$ cat src/rtl/timer_ctrl_pkg.sv
`default_nettype none
// ============================================================================
//  Module      : timer_ctrl_pkg
//  Description : Shared types and constants for the alarm sequencing
//                controller: state encoding, datapath mux select codes,
//                counter width and small state-decode helpers.
//  Revision    : 1.0 - initial release
// ============================================================================
package timer_ctrl_pkg;

    // Width of the shared ring/snooze second counter
    localparam int unsigned CNT_W = 10;

    // Datapath mux select codes
    localparam logic [1:0] SEL_ENTRY = 2'b00;
    localparam logic [1:0] SEL_LIVE  = 2'b01;
    localparam logic [1:0] SEL_ALARM = 2'b10;

    // Controller state codes; the numeric values are visible on the debug port
    typedef enum logic [3:0] {
        ST_IDLE   = 4'd0,
        ST_CLEAR  = 4'd1,
        ST_LOAD_A = 4'd2,
        ST_ARMED  = 4'd3,
        ST_LOAD_B = 4'd4,
        ST_CMP    = 4'd5,
        ST_EVAL   = 4'd6,
        ST_RING   = 4'd7,
        ST_SNOOZE = 4'd8
    } state_t;

    // Mux select driven while in a given state
    function automatic logic [1:0] sel_for_state(input state_t st);
        logic [1:0] sel;
        sel = SEL_ENTRY;
        case (st)
            ST_LOAD_B, ST_CMP, ST_EVAL: sel = SEL_LIVE;
            ST_RING:                    sel = SEL_ALARM;
            default:                    sel = SEL_ENTRY;
        endcase
        return sel;
    endfunction

    // States during which the datapath is being sequenced
    function automatic logic is_busy_state(input state_t st);
        logic b;
        b = 1'b0;
        case (st)
            ST_CLEAR, ST_LOAD_A, ST_LOAD_B, ST_CMP, ST_EVAL: b = 1'b1;
            default:                                          b = 1'b0;
        endcase
        return b;
    endfunction

endpackage
`default_nettype wire

$ cat src/rtl/sec_counter.sv
`default_nettype none
// ============================================================================
//  Module      : sec_counter
//  Description : Loadable tick-driven down-counter shared by the RING and
//                SNOOZE periods. Load wins over decrement; the count holds
//                at zero. Flags report zero and a count of exactly one.
//  Revision    : 1.0 - initial release
// ============================================================================
module sec_counter
    import timer_ctrl_pkg::*;
(
    input  logic             clk,
    input  logic             rst,
    input  logic             load_i,
    input  logic [CNT_W-1:0] load_val_i,
    input  logic             dec_i,
    output logic             zero_o,
    output logic             one_o
);

    logic [CNT_W-1:0] count_q;

    // Count register: reload on request, otherwise step down once per tick
    always_ff @(posedge clk or posedge rst) begin
        if (rst) begin
            count_q <= '0;
        end else if (load_i) begin
            count_q <= load_val_i;
        end else if (dec_i && (count_q != '0)) begin
            count_q <= count_q - 1'b1;
        end
    end

    assign zero_o = (count_q == '0);
    assign one_o  = (count_q == CNT_W'(1));

endmodule
`default_nettype wire

$ cat src/rtl/alarm_seq_ctrl.sv
`default_nettype none
// ============================================================================
//  Module      : alarm_seq_ctrl
//  Description : Sequencing FSM for the alarm timer-set/compare datapath.
//                Loads the alarm target, re-samples live time on each 1 Hz
//                tick, evaluates the comparator and drives a bounded ring
//                period. All datapath strobes are registered Moore outputs.
//  Config      : define ALARM_SNOOZE_EN to enable the SNOOZE state and the
//                snooze_btn input.
//  Revision    : 1.0 - initial release
// ============================================================================
module alarm_seq_ctrl
    import timer_ctrl_pkg::*;
#(
    parameter int unsigned RING_SECS   = 60,
    parameter int unsigned SNOOZE_SECS = 300
) (
    input  logic       clk,
    input  logic       rst,
    input  logic       tick_1hz,
    input  logic       set_req,
    input  logic       arm,
    input  logic       k7,
    input  logic       stop_btn,
    input  logic       snooze_btn,
    output logic       Kc,
    output logic       La,
    output logic       Lb,
    output logic       Ea,
    output logic       Lr,
    output logic       Er,
    output logic [1:0] s,
    output logic       ring,
    output logic       busy,
    output logic [3:0] state
);

    // Out-of-range periods are rejected at elaboration
    if ((RING_SECS < 1) || (RING_SECS > 255)) begin : g_bad_ring_secs
        $error("alarm_seq_ctrl: RING_SECS must be within 1..255");
    end
    if ((SNOOZE_SECS < 1) || (SNOOZE_SECS > 1023)) begin : g_bad_snooze_secs
        $error("alarm_seq_ctrl: SNOOZE_SECS must be within 1..1023");
    end

    localparam logic [CNT_W-1:0] RING_LOAD = RING_SECS[CNT_W-1:0];
`ifdef ALARM_SNOOZE_EN
    localparam logic [CNT_W-1:0] SNOOZE_LOAD = SNOOZE_SECS[CNT_W-1:0];
`else
    logic unused_snooze_btn;
    assign unused_snooze_btn = snooze_btn;
`endif

    state_t           state_q;
    state_t           state_d;
    logic             cnt_load_d;
    logic [CNT_W-1:0] cnt_val_d;
    logic             cnt_dec_d;
    logic             cnt_expire_d;
    logic             cnt_zero;
    logic             cnt_one;

    logic             kc_q;
    logic             la_q;
    logic             lb_q;
    logic             ea_q;
    logic             lr_q;
    logic             er_q;
    logic [1:0]       s_q;
    logic             ring_q;
    logic             busy_q;

    // The counter only advances on ticks seen while ringing or snoozing;
    // a count of one (or an already-empty count) ends the period on that tick
    assign cnt_dec_d    = tick_1hz && ((state_q == ST_RING) || (state_q == ST_SNOOZE));
    assign cnt_expire_d = tick_1hz && (cnt_one || cnt_zero);

    sec_counter u_sec_counter (
        .clk        (clk),
        .rst        (rst),
        .load_i     (cnt_load_d),
        .load_val_i (cnt_val_d),
        .dec_i      (cnt_dec_d),
        .zero_o     (cnt_zero),
        .one_o      (cnt_one)
    );

    // Next-state logic; priority set_req > arm low > stop > snooze > tick
    always_comb begin
        state_d    = state_q;
        cnt_load_d = 1'b0;
        cnt_val_d  = RING_LOAD;
        case (state_q)
            ST_IDLE: begin
                if (set_req) state_d = ST_CLEAR;
            end
            ST_CLEAR: begin
                state_d = ST_LOAD_A;
            end
            ST_LOAD_A: begin
                state_d = arm ? ST_ARMED : ST_IDLE;
            end
            ST_ARMED: begin
                if (set_req)       state_d = ST_CLEAR;
                else if (!arm)     state_d = ST_IDLE;
                else if (tick_1hz) state_d = ST_LOAD_B;
            end
            // Ticks landing in the compare pipeline are dropped, not queued
            ST_LOAD_B: begin
                if (set_req)   state_d = ST_CLEAR;
                else if (!arm) state_d = ST_IDLE;
                else           state_d = ST_CMP;
            end
            ST_CMP: begin
                if (set_req)   state_d = ST_CLEAR;
                else if (!arm) state_d = ST_IDLE;
                else           state_d = ST_EVAL;
            end
            ST_EVAL: begin
                if (set_req) begin
                    state_d = ST_CLEAR;
                end else if (!arm) begin
                    state_d = ST_IDLE;
                end else if (k7) begin
                    state_d    = ST_RING;
                    cnt_load_d = 1'b1;
                    cnt_val_d  = RING_LOAD;
                end else begin
                    state_d = ST_ARMED;
                end
            end
            ST_RING: begin
                if (set_req) begin
                    state_d = ST_CLEAR;
                end else if (!arm) begin
                    state_d = ST_IDLE;
                end else if (stop_btn) begin
                    state_d = ST_ARMED;
                end
`ifdef ALARM_SNOOZE_EN
                else if (snooze_btn) begin
                    state_d    = ST_SNOOZE;
                    cnt_load_d = 1'b1;
                    cnt_val_d  = SNOOZE_LOAD;
                end
`endif
                else if (cnt_expire_d) begin
                    state_d = ST_ARMED;
                end
            end
`ifdef ALARM_SNOOZE_EN
            ST_SNOOZE: begin
                if (set_req) begin
                    state_d = ST_CLEAR;
                end else if (!arm) begin
                    state_d = ST_IDLE;
                end else if (cnt_expire_d) begin
                    state_d    = ST_RING;
                    cnt_load_d = 1'b1;
                    cnt_val_d  = RING_LOAD;
                end
            end
`endif
            default: begin
                state_d = ST_IDLE;
            end
        endcase
    end

    // State register with outputs decoded from the next state so every
    // strobe is a flop aligned with the state it belongs to
    always_ff @(posedge clk or posedge rst) begin
        if (rst) begin
            state_q <= ST_IDLE;
            kc_q    <= 1'b0;
            la_q    <= 1'b0;
            lb_q    <= 1'b0;
            ea_q    <= 1'b0;
            lr_q    <= 1'b0;
            er_q    <= 1'b0;
            s_q     <= SEL_ENTRY;
            ring_q  <= 1'b0;
            busy_q  <= 1'b0;
        end else begin
            state_q <= state_d;
            kc_q    <= (state_d == ST_CLEAR);
            la_q    <= (state_d == ST_LOAD_A);
            lb_q    <= (state_d == ST_LOAD_B);
            ea_q    <= (state_d == ST_CMP);
            lr_q    <= (state_d == ST_CMP);
            er_q    <= (state_d == ST_LOAD_B) || (state_d == ST_EVAL);
            s_q     <= sel_for_state(state_d);
            ring_q  <= (state_d == ST_RING);
            busy_q  <= is_busy_state(state_d);
        end
    end

    assign Kc    = kc_q;
    assign La    = la_q;
    assign Lb    = lb_q;
    assign Ea    = ea_q;
    assign Lr    = lr_q;
    assign Er    = er_q;
    assign s     = s_q;
    assign ring  = ring_q;
    assign busy  = busy_q;
    assign state = state_q;

endmodule
`default_nettype wire

$ cat config.mk
export PLATFORM = sky130hd
export DESIGN_NAME = alarm_seq_ctrl
export DESIGN_NICKNAME = d
export VERILOG_FILES = /design/src/rtl/timer_ctrl_pkg.sv /design/src/rtl/sec_counter.sv /design/src/rtl/alarm_seq_ctrl.sv
export SDC_FILE = /design/constraint.sdc
export NUM_CORES = 1
export LEC_CHECK = 0
export ABC_AREA = 0
export ABC_CLOCK_PERIOD_IN_PS = 2900
export BUFFER_PORTS_ARGS = -buffer_cell sky130_fd_sc_hd__buf_2
export CAP_MARGIN = 20
export CORE_ASPECT_RATIO = 0.7
export CORE_MARGIN = 2
export CORE_UTILIZATION = 61
export CTS_BUF_LIST = sky130_fd_sc_hd__clkbuf_4 sky130_fd_sc_hd__clkbuf_8
export DETAILED_ROUTE_END_ITERATION = 10
export PLACE_DENSITY = 0.88
export SETUP_SLACK_MARGIN = 0.02
export SYNTH_ARGS = -nofsm -noshare
export SYNTH_HDL_FRONTEND = slang
export SYNTH_SLANG_ARGS = --single-unit
$ cat constraint.sdc
create_clock -name clk -period 2.9 [get_ports clk]
set_input_delay 0 -clock clk [delete_from_list [all_inputs] [get_ports clk]]
set_output_delay 0 -clock clk [all_outputs]
set_load 0.005 [all_outputs]
Word-level counts from Yosys, hierarchy flattened
Cells that the tools add are included.
{"block": "totals", "regBits": 23, "output_inout_bits": 14}
{"block": "classes", "addsub": 1, "eq_ne": 15, "n_mux": 25, "n_reduce_logical": 12}
{"operator": "== test 4 x 3 -> 1 bit (second input constant)", "count": 8}
{"operator": "2-to-1 mux 4 bit", "count": 8}
{"operator": "one-hot mux 4 bit (8 select lines)", "count": 1}
{"operator": "2-to-1 mux 3 bit", "count": 7}
{"operator": "2-to-1 mux 10 bit", "count": 2}
{"operator": "== test 4 x 2 -> 1 bit (second input constant)", "count": 3}
{"operator": "== test 10 x 1 -> 1 bit (second input constant)", "count": 1}
{"operator": "zero test 10 bit", "count": 1}
{"operator": "nonzero test 10 bit", "count": 1}
{"operator": "subtractor 10 x 1 -> 10 bit (second input constant)", "count": 1}
{"operator": "== test 4 x 1 -> 1 bit (second input constant)", "count": 2}
{"operator": "2-to-1 mux 1 bit", "count": 5}
{"operator": "OR reduction 5 bit", "count": 1}
{"operator": "== test 4 bit (second input constant)", "count": 1}
{"operator": "zero test 4 bit", "count": 1}
{"operator": "one-hot mux 2 bit (2 select lines)", "count": 1}
{"operator": "logical AND 1 bit", "count": 3}
{"operator": "logical OR 1 bit", "count": 3}
{"operator": "OR reduction 3 bit", "count": 1}
{"operator": "2-to-1 mux 2 bit", "count": 1}
{"operator": "nonzero test 2 bit", "count": 1}

Longest topological paths before layout
{"block": "depth", "word_depth": 11, "mapped_depth": 8, "depth_no_buf": 8}

By module
From an unflattened synthesis, not the netlist that was laid out.
{"block": "unflattened", "hier_cells": 137, "hier_area_um2": 1276.2}
{"module": "alarm_seq_ctrl", "instances": 1, "cells_per_inst": 66, "area_each_um2": 649.4}
{"module": "sec_counter", "instances": 1, "cells_per_inst": 71, "area_each_um2": 626.9}

Worst setup path after synthesis
No wires, ideal clock.
{"block": "synth_path", "path_type": "reg2reg", "from": "register u_sec_counter.count_q[5]", "to": "register u_sec_counter.count_q[2]", "setup_time_ns": 0.132, "t_arrival_ns": 1.613, "required_ns": 2.768, "slack_ns": 1.155, "stages_incl_launch_ff": 6, "n_path_buf": 0, "cell_sequence": "dfrtp_1 > or4_4 > nor3_4 > nor2_4 > a211oi_2 > a31oi_1"}
{"block": "synth_via", "elab_chain_cells": 3}
{"item": "start, declared", "line": "sec_counter.sv:21", "rtl": "logic [CNT_W-1:0] count_q;"}
{"item": "start signal, assigned", "line": "sec_counter.sv:28", "rtl": "count_q <= load_val_i;"}
{"item": "start signal, assigned", "line": "sec_counter.sv:30", "rtl": "count_q <= count_q - 1'b1;"}
{"item": "nonzero test 10 bit", "line": "sec_counter.sv:29", "rtl": "end else if (dec_i && (count_q != '0)) begin"}
{"item": "logical AND 1 bit", "line": "sec_counter.sv:29"}
{"item": "nonzero test 2 bit (no line)"}
Every way passes these cells.
A chain may end at the register's enable or synchronous reset.

Final worst setup path
Ends and elaborated chain as after synthesis.

==> impl_summary.log <==
[metrics] initial core utilization: 64.6%
[metrics] fin nets: 157
[metrics] Max rail drop VDD: 0.525 mV
[metrics] top cell type by total area after synthesis: sky130_fd_sc_hd__dfrtp_1
[metrics] CP Cell Sequence: or4_4, nor3_4, nor2_4, a211oi_2, a31oi_1
[metrics] Clock transition at path regs: 0.12 ns
[metrics] clock tree from TritonCTS: built
[metrics] pin count of the biggest net entering global routing: 24
[metrics] global-route wire length before repair: 3.87 mm
[metrics] CTS resizes: 0
[metrics] predominant post-synthesis flop cell: sky130_fd_sc_hd__dfrtp_1
[metrics] fin crit period: 1.91 ns
[metrics] crit share post-route: 65.9%
[metrics] Filler Cell Count: 138
[metrics] transition time at the pin with the least slew margin: 0.844 ns
[metrics] leakage dissipation: 0.662 nW
[metrics] number of failing hold endpoints at the final stage: 0
[metrics] share of the yosys chip area belonging to registers: 47.6%
[metrics] fraction of layout cells with a size suffix above 1: 24.8%
[metrics] number of pins exceeding their max-slew limit in the final report: 0
[metrics] clock sink count: 23
[metrics] asr flop ratio synth: 100%
[metrics] Slew headroom: 43.7%
[metrics] Die Span X: 57.2 µm
[metrics] Power, Total: 0.909 mW
[metrics] leading cell types by total area after synthesis: sky130_fd_sc_hd__dfrtp_1 (48%), sky130_fd_sc_hd__nor2_1 (5.0%), sky130_fd_sc_hd__xnor2_1 (4.3%), sky130_fd_sc_hd__nor3_1 (3.3%), sky130_fd_sc_hd__ha_1 (3.1%)
[metrics] number of buffers created by CTS: 3
[metrics] gr ovfl total: 0
[metrics] Stages on worst setup path: 5
[metrics] launching point of the worst reg2reg path: u_sec_counter.count_q[5]
[metrics] first drt pass iteration count: 4
[metrics] area of the die: 2360 µm²
[metrics] Cells after Synth: 123
[metrics] io pins: 22
[metrics] endpoint of the most critical register-to-register path: u_sec_counter.count_q[2]
[metrics] GRT Overall Usage: 23.8%
[metrics] Reg2Reg Setup Slack: 0.99 ns
[metrics] Core Area: 1870 µm²
[metrics] clock tree root buffer cell: sky130_fd_sc_hd__clkbuf_4
[metrics] critical path startpoint: u_sec_counter.count_q[5]
[metrics] clock skew: 0.00929 ns
[metrics] Buf/Inv on CP: 0
[metrics] maximum count of clock buffers along a single path: 2
[metrics] critical path required time: 3.10 ns
[metrics] result of the run: complete, no violations
[metrics] power per cell area: 666 nW/µm²
[metrics] Setup TNS: 0 ns
[metrics] Min-Delay Path Class: input port to register
[metrics] die extent in y: 41.2 µm
[metrics] Port Buf Inserts: 20
[metrics] count leader, synth: sky130_fd_sc_hd__dfrtp_1
[metrics] count of unique library cells instantiated by Yosys: 37
[metrics] final WL: 2.45 mm
[metrics] initial antenna violation count: 0
[metrics] path depth of the worst reg2reg path: 5
[metrics] total via count after detailed routing: 943
[metrics] portion of synthesized cell area occupied by the leading cell type: 47.6%
[metrics] area taken by multi-input logic gates: 576 µm²
[metrics] drt drc: 0
[metrics] startpoint type of the worst setup path: register
[metrics] fmax: 0.523 GHz
[metrics] CTS H-tree depth: 1
[metrics] insertion delay of the later-clocked pin in the worst-skew pair: 0.32 ns
[metrics] mean cell area of the mapped netlist: 9.83 µm²
[metrics] routed len/inst: 14.7 µm
[metrics] max_cap viols: 0
[metrics] initial detailed-routing violation count: 18
[metrics] remaining antenna violation count: 0
[metrics] number of global-route vias before repair: 789
[metrics] number of hold buffers added after cts: 3
[metrics] Area growth, synth to finish: 13.0%
[metrics] Syn. warnings: 0
[metrics] critical path endpoint category: register
[metrics] Synth Net Count: 134
[metrics] top cells by count, synth: sky130_fd_sc_hd__dfrtp_1 (23), sky130_fd_sc_hd__nor2_1 (16), sky130_fd_sc_hd__nand2_1 (10)
[metrics] Row Count: 13
[metrics] number of setup violations in the final report: 0
[metrics] per-cell via count in the routed design: 5.65
[metrics] diode count: 0
[metrics] number of synthesized register bits: 23
[metrics] Sequential cell area: 576 µm²
[metrics] endpoint of the most critical setup path: u_sec_counter.count_q[2]
[metrics] number of buffers inserted to repair setup after CTS: 0
[metrics] global placer's final weighted congestion: 0.805
[metrics] setup repair after global routing missed its margin: no
[metrics] worst-path fanout max: 8
[metrics] category of cells accounting for the largest share of critical-path delay: simple AND/OR/NAND/NOR gates
[metrics] post-synthesis instance area: 1210 µm²
[metrics] Max stage delay cell, worst path: sky130_fd_sc_hd__or4_4
[metrics] arrival time at the worst endpoint: 2.11 ns
[metrics] delay of the slowest critical-path stage: 0.59 ns
[metrics] number of synthesized flops with an enable pin: 0
[metrics] path type of the worst setup path: register to register
[metrics] Post-DP HPWL: 1.87 mm
[state kept, by name, summed over array words and instances, names as in the netlist]
signal / flops
Er: 1
Kc: 1
La: 1
Lb: 1
Lr: 1
busy: 1
ring: 1
s: 2
state: 4
u_sec_counter.count_q: 10
[per-stage QoR]
stage / cell area, µm² / setup slack (ns) / instances / utilization [%] / hold slack [ns]
6_report: 1370 / 0.989 / 167 / 73.0 / 0.0292
5_1_grt: 1370 / 0.773 / 167 / 73.0 / 0.0344
4_1_cts: 1370 / 0.989 / 167 / 73.0 / 0.0139
3_5_place_dp: 1310 / 0.996 / 160 / 70.0 / 0.217
3_3_place_gp: 1310 / 1.07 / 160 / 70.0 / 0.198
2_1_floorplan: 1210 / 1.15 / 123 / - / 0.00192
[logic make-up after synthesis]
family,count (synthesis),share of synthesized area [%]
AO/OA/AOI/OAI,17,9.52
XOR/XNOR,6,4.35
adder cells (fa/ha/maj),3,3.11
buffers and inverters,13,4.76
flip-flops,23,47.6
multiplexers,1,0.828
other,1,0.310
AND/OR/NAND/NOR,59,29.5
[worst min path at each step]
stage             start       end  slack, ns  depth (start not counted)
4_1_cts        tick_1hz        Lb       0.01                          3
5_1_grt        tick_1hz        Lb       0.03                          3
3_5_place_dp        rst  state[2]       0.22                          2
3_3_place_gp        rst  state[3]       0.20                          2
6_report       tick_1hz        Lb       0.03                          3
2_1_floorplan       rst        Er      0.002                          1
[layout by cell type, fill, tap and decap left out, types with 2 or more instances in the layout]
master                          instances
sky130_fd_sc_hd__nor4b_1                4
sky130_fd_sc_hd__o21ai_0                4
sky130_fd_sc_hd__clkbuf_4               3
sky130_fd_sc_hd__nand2_1               10
sky130_fd_sc_hd__dfrtp_1               23
sky130_fd_sc_hd__xnor2_1                6
sky130_fd_sc_hd__or4_4                  2
sky130_fd_sc_hd__nand3_1                2
sky130_fd_sc_hd__a21oi_1                6
sky130_fd_sc_hd__ha_1                   3
sky130_fd_sc_hd__a31oi_1                2
sky130_fd_sc_hd__buf_2                 20
sky130_fd_sc_hd__dlygate4sd3_1          3
sky130_fd_sc_hd__nor2_1                16
sky130_fd_sc_hd__nor2b_1                2
sky130_fd_sc_hd__nor3_1                 8
sky130_fd_sc_hd__inv_1                  8
sky130_fd_sc_hd__nor4_1                 2
[report_power, final]
part / internal (mW) / switching (mW) / leakage, nW
registers: 0.394 / 0.0823 / 0.299
logic: 0.135 / 0.152 / 0.346
clock network: 0.0518 / 0.0943 / 0.0177
[worst register-to-register path, stage by stage, from the launching register on]
cell and delay (ns):
sky130_fd_sc_hd__dfrtp_1 0.44, sky130_fd_sc_hd__or4_4 0.59, sky130_fd_sc_hd__nor3_4 0.37, sky130_fd_sc_hd__nor2_4 0.11
sky130_fd_sc_hd__a211oi_2 0.23, sky130_fd_sc_hd__a31oi_1 0.06
[layer usage]
layer	vias up	GRT usage [%]	part of all wire (%)
li1	467	-	-
met1	446	30.2	47
met2	25	40.2	47
met3	5	6.62	5.1
met4	0	8.72	1.5
met5	-	0	0
[layout make-up]
type                    instances  share of cell area, %
multi-input cells              87                   42.1
flip-flops and latches         23                   42.1
repair buffers                 23                   9.52
clock buffers                   3                   1.65
well taps                      22                   2.01
inverters                       8                   2.20
clock inverters                 1                  0.366
Note: power is estimated with default switching activity, not from simulation.
